$ cat config.mk
export PLATFORM = sky130hd
export DESIGN_NAME = vga_timing_gen_flat
export DESIGN_NICKNAME = d
export VERILOG_FILES = /design/src/rtl/vga_timing_gen_if.sv /design/src/rtl/vga_timing_gen.sv /design/src/flat_wrapper.sv
export SDC_FILE = /design/constraint.sdc
export NUM_CORES = 1
export LEC_CHECK = 0
export BUFFER_PORTS_ARGS = -buffer_cell sky130_fd_sc_hd__buf_2
export CORE_MARGIN = 5
export CORE_UTILIZATION = 50
export DETAILED_ROUTE_END_ITERATION = 10
export GPL_TIMING_DRIVEN = 0
export PLACE_DENSITY = 0.75
export SETUP_SLACK_MARGIN = 0.3
export SYNTH_ARGS = -nofsm -noshare
export SYNTH_HDL_FRONTEND = slang
export SYNTH_SLANG_ARGS = --single-unit
$ cat constraint.sdc
create_clock -name clk -period 1.9 [get_ports clk]
set_input_delay 0.19 -clock clk [delete_from_list [all_inputs] [get_ports clk]]
set_output_delay 0.19 -clock clk [all_outputs]
set_load 0.1 [all_outputs]
$ cat src/rtl/vga_timing_gen_if.sv
// Raster output bundle of vga_timing_gen: syncs, display enable, coordinates, strobes and the
// frame count. The generator drives it through the master modport; renderers read the slave side.
interface vga_timing_gen_if #(
    parameter int unsigned X_W  = 10,
    parameter int unsigned Y_W  = 10,
    parameter int unsigned FC_W = 8
) ();
    logic            vga_h_sync;
    logic            vga_v_sync;
    logic            display_area;
    logic [X_W-1:0]  x;
    logic [Y_W-1:0]  y;
    logic            line_start;
    logic            frame_start;
    logic [FC_W-1:0] frame_cnt;

    modport master (
        output vga_h_sync, vga_v_sync, display_area, x, y, line_start, frame_start, frame_cnt
    );

    modport slave (
        input vga_h_sync, vga_v_sync, display_area, x, y, line_start, frame_start, frame_cnt
    );
endinterface

$ cat src/rtl/vga_timing_gen.sv
// Parametrised VGA raster timing generator with registered, mutually aligned outputs.
// Optional pixel clock-enable input is enabled by defining VGA_TIMING_PIXCE_EN.
module vga_timing_gen #(
    parameter int unsigned H_ACTIVE = 640,
    parameter int unsigned H_FP     = 16,
    parameter int unsigned H_SYNC   = 96,
    parameter int unsigned H_BP     = 48,
    parameter int unsigned V_ACTIVE = 480,
    parameter int unsigned V_FP     = 10,
    parameter int unsigned V_SYNC   = 2,
    parameter int unsigned V_BP     = 33,
    parameter bit          HS_POL   = 1'b0,
    parameter bit          VS_POL   = 1'b0,
    parameter int unsigned X_W      = 10,
    parameter int unsigned Y_W      = 10,
    parameter int unsigned FC_W     = 8
) (
    input  logic             clk,
    input  logic             reset,
`ifdef VGA_TIMING_PIXCE_EN
    input  logic             pix_ce,
`endif
    vga_timing_gen_if.master vga
);
    localparam int unsigned H_TOTAL  = H_ACTIVE + H_FP + H_SYNC + H_BP;
    localparam int unsigned V_TOTAL  = V_ACTIVE + V_FP + V_SYNC + V_BP;
    localparam int unsigned HS_START = H_ACTIVE + H_FP;
    localparam int unsigned HS_END   = H_ACTIVE + H_FP + H_SYNC;
    localparam int unsigned VS_START = V_ACTIVE + V_FP;
    localparam int unsigned VS_END   = V_ACTIVE + V_FP + V_SYNC;

    logic            advance;
`ifdef VGA_TIMING_PIXCE_EN
    assign advance = pix_ce;
`else
    assign advance = 1'b1;
`endif

    logic [X_W-1:0]  h_cnt_q, h_cnt_d;
    logic [Y_W-1:0]  v_cnt_q, v_cnt_d;
    logic [FC_W-1:0] frame_cnt_q, frame_cnt_d;
    logic [X_W-1:0]  x_q, x_d;
    logic [Y_W-1:0]  y_q, y_d;
    logic            hs_q, hs_d;
    logic            vs_q, vs_d;
    logic            da_q, da_d;
    logic            ls_q, ls_d;
    logic            fs_q, fs_d;
    logic [FC_W-1:0] fc_out_q, fc_out_d;

    // Compare in 32 bits so sync windows ending exactly at 2^X_W do not truncate.
    logic [31:0]     h_ext, v_ext;
    logic            h_wrap, v_wrap;

    always_comb begin
        h_ext       = 32'(h_cnt_q);
        v_ext       = 32'(v_cnt_q);
        h_wrap      = h_ext >= H_TOTAL - 1;
        v_wrap      = v_ext >= V_TOTAL - 1;

        h_cnt_d     = h_cnt_q;
        v_cnt_d     = v_cnt_q;
        frame_cnt_d = frame_cnt_q;
        x_d         = x_q;
        y_d         = y_q;
        hs_d        = hs_q;
        vs_d        = vs_q;
        da_d        = da_q;
        ls_d        = 1'b0;
        fs_d        = 1'b0;
        fc_out_d    = fc_out_q;

        if (advance) begin
            h_cnt_d = h_wrap ? '0 : h_cnt_q + X_W'(1);
            if (h_wrap) begin
                v_cnt_d = v_wrap ? '0 : v_cnt_q + Y_W'(1);
                if (v_wrap) begin
                    frame_cnt_d = frame_cnt_q + FC_W'(1);
                end
            end

            // Output stage decodes the pre-advance position, one clk behind the counters.
            x_d      = h_cnt_q;
            y_d      = v_cnt_q;
            da_d     = (h_ext < H_ACTIVE) && (v_ext < V_ACTIVE);
            hs_d     = ((h_ext >= HS_START) && (h_ext < HS_END)) ? HS_POL : ~HS_POL;
            vs_d     = ((v_ext >= VS_START) && (v_ext < VS_END)) ? VS_POL : ~VS_POL;
            ls_d     = (h_cnt_q == '0);
            fs_d     = (h_cnt_q == '0) && (v_cnt_q == '0);
            fc_out_d = frame_cnt_q;
        end
    end

    always_ff @(posedge clk) begin
        if (reset) begin
            h_cnt_q     <= '0;
            v_cnt_q     <= '0;
            frame_cnt_q <= '0;
            x_q         <= '0;
            y_q         <= '0;
            hs_q        <= ~HS_POL;
            vs_q        <= ~VS_POL;
            da_q        <= 1'b0;
            ls_q        <= 1'b0;
            fs_q        <= 1'b0;
            fc_out_q    <= '0;
        end else begin
            h_cnt_q     <= h_cnt_d;
            v_cnt_q     <= v_cnt_d;
            frame_cnt_q <= frame_cnt_d;
            x_q         <= x_d;
            y_q         <= y_d;
            hs_q        <= hs_d;
            vs_q        <= vs_d;
            da_q        <= da_d;
            ls_q        <= ls_d;
            fs_q        <= fs_d;
            fc_out_q    <= fc_out_d;
        end
    end

    assign vga.x            = x_q;
    assign vga.y            = y_q;
    assign vga.vga_h_sync   = hs_q;
    assign vga.vga_v_sync   = vs_q;
    assign vga.display_area = da_q;
    assign vga.line_start   = ls_q;
    assign vga.frame_start  = fs_q;
    assign vga.frame_cnt    = fc_out_q;
endmodule

$ cat src/flat_wrapper.sv
// flat-port wrapper written by rule: the top's interface ports become plain ports
module vga_timing_gen_flat 
#(
    parameter int unsigned H_ACTIVE = 640,
    parameter int unsigned H_FP     = 16,
    parameter int unsigned H_SYNC   = 96,
    parameter int unsigned H_BP     = 48,
    parameter int unsigned V_ACTIVE = 480,
    parameter int unsigned V_FP     = 10,
    parameter int unsigned V_SYNC   = 2,
    parameter int unsigned V_BP     = 33,
    parameter bit          HS_POL   = 1'b0,
    parameter bit          VS_POL   = 1'b0,
    parameter int unsigned X_W      = 10,
    parameter int unsigned Y_W      = 10,
    parameter int unsigned FC_W     = 8
)
  (clk, reset, vga_vga_h_sync, vga_vga_v_sync, vga_display_area, vga_x, vga_y, vga_line_start, vga_frame_start, vga_frame_cnt);
  vga_timing_gen_if #(.X_W(X_W), .Y_W(Y_W), .FC_W(FC_W)) vga_i ();
  input  logic clk;
  input  logic reset;
  output wire logic [$bits(vga_i.vga_h_sync)-1:0] vga_vga_h_sync;
  output wire logic [$bits(vga_i.vga_v_sync)-1:0] vga_vga_v_sync;
  output wire logic [$bits(vga_i.display_area)-1:0] vga_display_area;
  output wire logic [$bits(vga_i.x)-1:0] vga_x;
  output wire logic [$bits(vga_i.y)-1:0] vga_y;
  output wire logic [$bits(vga_i.line_start)-1:0] vga_line_start;
  output wire logic [$bits(vga_i.frame_start)-1:0] vga_frame_start;
  output wire logic [$bits(vga_i.frame_cnt)-1:0] vga_frame_cnt;
  assign vga_vga_h_sync = vga_i.vga_h_sync;
  assign vga_vga_v_sync = vga_i.vga_v_sync;
  assign vga_display_area = vga_i.display_area;
  assign vga_x = vga_i.x;
  assign vga_y = vga_i.y;
  assign vga_line_start = vga_i.line_start;
  assign vga_frame_start = vga_i.frame_start;
  assign vga_frame_cnt = vga_i.frame_cnt;
  vga_timing_gen #(.H_ACTIVE(H_ACTIVE), .H_FP(H_FP), .H_SYNC(H_SYNC), .H_BP(H_BP), .V_ACTIVE(V_ACTIVE), .V_FP(V_FP), .V_SYNC(V_SYNC), .V_BP(V_BP), .HS_POL(HS_POL), .VS_POL(VS_POL), .X_W(X_W), .Y_W(Y_W), .FC_W(FC_W)) u_core (.clk(clk), .reset(reset), .vga(vga_i));
endmodule
==> impl_metrics.json, run 1 <==
{
  "syn_area_mm2": 0.002340,
  "hold_viol": 0,
  "ioPinCount": 35,
  "timing.final.crit_share_pct": 91.40,
  "synthFlopType": "dfxtp_1",
  "crit_required_ps": 2130,
  "yosysSeqAreaShare_pct": 52.19,
  "cts.reportedPaths.clkPinSlew_ps": 70,
  "clock_skew_ps": 10.16,
  "critPathTopFamily": "compound AO/OA/AOI/OAI gates",
  "firstDrtPassIters": 4,
  "outcome": "finished, final reports clean",
  "rsz0062_at_grt": "true",
  "power_density_mw_per_mm2": 832.1,
  "fin_crit_ps": 1737,
  "htreeDepth": 3,
  "synth_fp_nets": 246,
  "crit_start": "u_core.v_cnt_q[3]$_SDFFE_PP0P_",
  "crit_chain": "a211o_1 -> o41a_1 -> nand3_2 -> mux2_4",
  "fin_cells": 357,
  "overflow": 0,
  "worstSetupEndpointType": "flip-flop",
  "async_flop_share_pct": 0,
  "p_total_w": 0.002590,
  "dp.cells": 325,
  "totalWireLength_um": 5916,
  "ant_nets": 0,
  "core_area_mm2": 0.004444,
  "vias_per_cell": 5.669,
  "cts_sinks": 61,
  "place_ws_ps": 21.73,
  "met2_usage_pct": 31.51,
  "cp.buffers_inverters": 0,
  "cts_tree": "yes",
  "max-cap-violations": 0,
  "grt_pass1_wl_um": 9142,
  "grt_pass1_vias": 1973,
  "via_count": 2024,
  "crit_path_top_delay_cell": "o41a_1",
  "worstMarginPinSlew_ps": 545.0,
  "peakVddDrop_uv": 587.1,
  "die_h_um": 78.41,
  "first_iter_violations": 180,
  "drc_errors": 0,
  "fin_nets": 308,
  "p_leak_nw": 1.344,
  "worstHoldStart": "reset",
  "finalInstanceArea_mm2": 0.003113,
  "path_max_fanout": 7,
  "cts_buffer_depth": 2,
  "finalMaxSlewViolations": 0,
  "r2r_start": "u_core.v_cnt_q[3]$_SDFFE_PP0P_",
  "use_met1_pct": 21.84,
  "die_x_um": 78.41,
  "slowest_delay_ps": 480,
  "track_usage_pct": 19.08,
  "rows": 24,
  "synth_warnings": 0,
  "setup_tns_ps": 0,
  "setup_viol": 0,
  "grtUsageMet3_pct": 6.751,
  "root_buffer": "clkbuf_8",
  "place.detailed.hpwl_um": 3326,
  "clock_latency_ps": 350,
  "grt_max_degree": 11,
  "syn_inst": 239,
  "port_buffers": 34,
  "cts_buffers": 9,
  "fmax_mhz": 575.8,
  "drive_gt1_share_pct": 36.39,
  "hold_path_class": "input port to flip-flop",
  "setup_slack_ps": 163.3,
  "wire_per_inst_um": 16.57,
  "cp-start-kind": "flip-flop",
  "slew_headroom_pct": 63.67,
  "ys_types": 43,
  "gp_congestion": 0.8041,
  "place_area_mm2": 0.002584,
  "arrival_ps": 1970,
  "fp.dieArea_mm2": 0.006147,
  "synth_edf_count": 0,
  "gr-max-usage-layer": "met2",
  "ys_ff_latch": 61,
  "crit_type": "flip-flop to flip-flop",
  "syn_avg_cell_area_um2": 9.790,
  "diodes": 0,
  "area_growth_pct": 33.05,
  "antenna_found_initial": 0,
  "start_util_pct": 52.65
}
==> what timing repair did <==
action	4_1_cts	5_1_grt
endpoints found under the setup margin	28	34
resized for setup	30	24
gates cloned	1	0
pin swaps	14	10
setup buffers	11	5
hold buffers	0	0
==> placed cells by master, fill, tap and decap left out, drive strengths merged, types with 3 or more instances in the layout <==
master,netlist,final
a32o,3,3
nor2b,21,21
ha,5,5
and3,7,7
and4,4,4
nand4,3,3
inv,9,9
nor4,3,3
nand3,15,15
clkbuf,9,23
o32ai,3,3
nand2,10,10
o21ai,7,7
xor2,5,5
dfxtp,61,61
mux2,5,5
nor3,4,4
buf,5,56
a21oi,9,9
nor2,28,28
nand2b,3,3
==> cells by family (layout without fill, tap and decap cells) <==
| family | count (synthesis) | count (layout) | share of synthesized area [%] |
|---|---|---|---|
| xor gates and xnor gates | 7 | 7 | 2.620 |
| buffers and inverters | 23 | 89 | 4.384 |
| muxes | 5 | 5 | 2.406 |
| AOI/OAI and AO/OA | 32 | 32 | 11.23 |
| and+or+nand+nor | 106 | 106 | 24.49 |
| DFF | 61 | 61 | 52.19 |
| adders and majority gates | 5 | 5 | 2.674 |
==> layout make-up <==
class                      instances  area [um^2]
multi-input combinational        155         1151
inverter                           9        33.78
fill                             303         1331
sequential                        61         1242
buffer                            14        90.09
clock inverter                     1        30.03
timing repair buffer              51        337.8
tap                               52        65.06
clock buffer                      14        162.7
==> tightest hold or removal path, stage by stage <==
cell	delay (ps)
buf_2	110
nor4b_1	50
and3_1	210
==> power breakdown <==
part           switching (W)  internal [W]
clock network       0.000479      0.000672
registers         0.00000894       0.00129
logic               0.000111     0.0000309
total               0.000599       0.00199
==> registers in the layout (all words and copies together), names as in the netlist <==
| register | flops |
|---|---|
| u_core.h_cnt_q | 10 |
| u_core.v_cnt_q | 10 |
| u_core.vga.x | 10 |
| u_core.vga.y | 10 |
| u_core.fc_out_d | 8 |
| u_core.vga.frame_cnt | 8 |
| u_core.vga.display_area | 1 |
| u_core.vga.frame_start | 1 |
| u_core.vga.line_start | 1 |
| u_core.vga.vga_h_sync | 1 |
| u_core.vga.vga_v_sync | 1 |
==> synthesized netlist by cell type, types with 2 or more instances <==
cell	instances	area share, %
nor2b_1	21	5.6
xnor2_1	2	0.75
and3_1	7	1.9
a21oi_1	9	1.9
clkbuf_1	9	1.4
xor2_1	5	1.9
inv_1	9	1.4
ha_1	5	2.7
nand2_1	9	1.4
mux2_2	4	1.9
nand4_1	3	0.80
buf_4	2	0.64
o32ai_1	3	1.1
nor4_1	3	0.80
nor2_1	28	4.5
nor3_1	4	0.86
and4_1	4	1.5
nand3_1	15	3.2
dfxtp_1	61	52
nor4b_1	2	0.75
o21ai_0	7	1.5
or3_1	2	0.53
a32o_1	3	1.3
nand2b_1	3	0.80
==> final timing paths <==
check                                  endpoint  slack [ps]  depth (start not counted)
max             u_core.fc_out_d[2]$_SDFFE_PP0P_         160                          4
max reg2reg     u_core.fc_out_d[2]$_SDFFE_PP0P_         160                          4
min            u_core.vga.line_start$_SDFF_PP0_         290                          3
min reg2reg  u_core.vga.frame_cnt[7]$_SDFF_PP0_         490                          1
==> through the flow <==
| step | hold WS (ps) | utilization (%) |
|---|---|---|
| 2_1_floorplan | 438.3 | - |
| 3_3_place_gp | 456.8 | 58.14 |
| 3_5_place_dp | 479.1 | 58.14 |
| 4_1_cts | 280.4 | 67.57 |
| 5_1_grt | 305.4 | 70.05 |
| 6_report | 292.4 | 70.05 |
==> routing by layer <==
metal / routed length [um] / part of all wire (%)
met1: 2429 / 41
met2: 2931 / 50
met3: 349 / 5.9
met4: 206 / 3.5
met5: 0 / 0
Power figures use the tool's default switching activity.
==> inputs of run 2 (changes only) <==
Settings changed: ABC_AREA set to 1, CTS_CLUSTER_SIZE set to 24.
==> run 2 against run 1 <==
- synthesized cell count is 27% higher
- core utilization fell by 9.3 points
- hold slack gained 65 ps
- non-clock buffer count shrank 18
- critical path type unchanged
- largest cell class unchanged
- largest power group unchanged
==> impl_metrics.json, run 2 <==
{
  "finalMaxSlewViolations": 0,
  "ioPinCount": 35,
  "whs_ps": 357.0,
  "cts.reportedPaths.clkPinSlew_ps": 60,
  "synth.area.top_cells": "dfxtp_1 (52%), nor2_1 (9.5%), nand2_1 (8.7%)",
  "fp.dieArea_mm2": 0.006196,
  "worstMarginPinSlew_ps": 499.7,
  "crit_chain": "ha_2 -> nand2_2 -> nor2_4 -> nor2_2 -> nor2_4 -> nand2_1 -> buf_4 -> o21ai_1 -> nor2_1",
  "ant_nets": 0,
  "yosysSeqAreaShare_pct": 51.72,
  "synth_edf_count": 0,
  "timing.final.crit_share_pct": 79.11,
  "core_area_mm2": 0.004661,
  "antenna_found_initial": 0,
  "fin_nets": 360,
  "rows": 25,
  "peakVddDrop_uv": 458.9,
  "critPathTopFamily": "simple AND/OR/NAND/NOR gates",
  "clock_latency_ps": 330,
  "max-cap-violations": 0,
  "dp.cells": 392,
  "fin_crit_ps": 1503,
  "ys_ff_latch": 61,
  "overflow": 0,
  "most-common-layout-cells": "nor2_1 (60), dfxtp_1 (59), nand2_1 (55)",
  "root_buffer": "clkbuf_8",
  "cts_buffers": 9,
  "synth_warnings": 0,
  "synth_top_area_share_pct": 51.72,
  "cp.buffers_inverters": 1,
  "slew_headroom_pct": 66.43,
  "synth_fp_nets": 311,
  "place.detailed.hpwl_um": 3342,
  "hold_path_class": "input port to flip-flop",
  "ys_types": 27,
  "outcome": "finished, final reports clean",
  "firstDrtPassIters": 5,
  "die_x_um": 78.72,
  "syn_area_mm2": 0.002361,
  "track_usage_pct": 17.38,
  "power_density_mw_per_mm2": 865.6,
  "syn_avg_cell_area_um2": 7.766,
  "worstSetupEndpointType": "flip-flop",
  "crit_required_ps": 2130,
  "setup_tns_ps": 0,
  "drive_gt1_share_pct": 18.21,
  "wire_per_inst_um": 11.26,
  "fmax_mhz": 665.3,
  "rsz0062_at_grt": "true",
  "totalWireLength_um": 4629,
  "crit_type": "flip-flop to flip-flop",
  "slowest_delay_ps": 350,
  "hold_viol": 0,
  "htreeDepth": 3,
  "clock_skew_ps": 5.893,
  "path_max_fanout": 10,
  "p_leak_nw": 1.228,
  "via_count": 2018,
  "layout_commonest_cell": "nor2_1",
  "area_growth_pct": 19.93,
  "first_iter_violations": 137,
  "yosysTopAreaCell": "dfxtp_1",
  "diodes": 0,
  "cts_tree": "yes",
  "cp_common_cell": "nor2_4",
  "fin_cells": 411,
  "yosysMostFrequentCell": "dfxtp_1",
  "synthTopCellsByCount": "dfxtp_1 (61), nor2_1 (60), nand2_1 (55), inv_1 (36), nand3_1 (22)",
  "cts_sinks": 61,
  "syn_inst": 304,
  "synthFlopType": "dfxtp_1",
  "drc_errors": 0,
  "grt_max_degree": 11,
  "die_h_um": 78.72,
  "vias_per_cell": 4.910,
  "start_util_pct": 50.66,
  "cp-start-kind": "flip-flop",
  "setup_viol": 0,
  "fin_util_pct": 60.75,
  "async_flop_share_pct": 0,
  "cts_buffer_depth": 2,
  "crit_path_top_delay_cell": "dfxtp_2",
  "fill_cells": 409,
  "arrival_ps": 1730,
  "grt_pass1_vias": 1919,
  "grt_pass1_wl_um": 8266,
  "port_buffers": 34,
  "gp_congestion": 0.8133
}
==> run 2: cell count changes in the layout (fill, tap and decap cells not counted), sizes merged, moves of 4 or more <==
cell / before / now
o21ai: 7 / 11
and4: 4 / 0
mux2: 5 / 0
buf: 56 / 44
a21oi: 9 / 15
nor2b: 21 / 0
nor2: 28 / 64
nand3: 15 / 22
clkbuf: 23 / 17
and3: 7 / 0
inv: 9 / 36
nand2: 10 / 57
==> run 2: kinds of logic after synthesis <==
logic type / share of synthesized area [%]
adder cells (fa/ha/maj): 2.650
buffers and inverters: 8.320
AO/OA/AOI/OAI: 6.625
flip-flops: 51.72
AND/OR/NAND/NOR: 28.46
XOR/XNOR: 2.226
==> run 2: power by group <==
group,leakage (nW),internal (W),switching [W]
combinational,0.642,0.0000202,0.000103
clock,0.0926,0.000572,0.000455
sequential,0.494,0.00129,0.00000685
total,1.23,0.00189,0.000565
==> run 2: per-stage QoR <==
step                      power, W  setup slack, ps  cell area, um^2
after global routing      0.002562            263.7             2831
after global placement    0.001450            364.5             2599
final                     0.002451            396.8             2831
after floorplan           0.001428            516.4             2361
after CTS                 0.002474            320.1             2776
after detailed placement  0.001452            315.6             2599
==> run 2: final cells by class <==
class	count	area [um^2]	area share, %
Sequential cell	61	1224	43.22
Multi-Input combinational cell	196	953.4	33.67
Timing Repair Buffer	38	212.7	7.512
Clock buffer	14	172.7	6.098
Inverter	38	142.6	5.038
Tap cell	54	67.56	2.386
Buffer	9	53.80	1.900
Clock inverter	1	5.005	0.1768
==> run 2: metal layers <==
metal | part of all wire (%) | track usage (%)
met3 | 5.8 | 6.576
met1 | 44 | 20.42
met5 | 0 | 0
met4 | 0.50 | 8.916
met2 | 50 | 27.59
==> run 2: worst register-to-register path, stage by stage (launching register included) <==
cell and delay, ps:
dfxtp_2 350, ha_2 190, nand2_2 80, nor2_4 170, nor2_2 70, nor2_4 100
nand2_1 90, buf_4 180, o21ai_1 120, nor2_1 50
==> run 2: path summary, 6_finish.rpt <==
check | from | endpoint | slack, ps | cells past startpoint
worst max-delay path | u_core.h_cnt_q[0]$_SDFF_PP0_ | u_core.fc_out_d[0]$_SDFFE_PP0P_ | 400 | 9
worst max register to register | u_core.h_cnt_q[0]$_SDFF_PP0_ | u_core.fc_out_d[0]$_SDFFE_PP0P_ | 400 | 9
worst min-delay path | reset | u_core.fc_out_d[1]$_SDFFE_PP0P_ | 360 | 4
worst min register to register | u_core.h_cnt_q[0]$_SDFF_PP0_ | u_core.h_cnt_q[0]$_SDFF_PP0_ | 430 | 1
==> run 2: what timing repair did <==
| item | 4_1_cts | 5_1_grt |
|---|---|---|
| pin swaps | 1 | 2 |
| endpoints found under the setup margin | 1 | 15 |
| resized for setup | 0 | 4 |
| setup buffers | 0 | 4 |
| hold buffers | 0 | 0 |
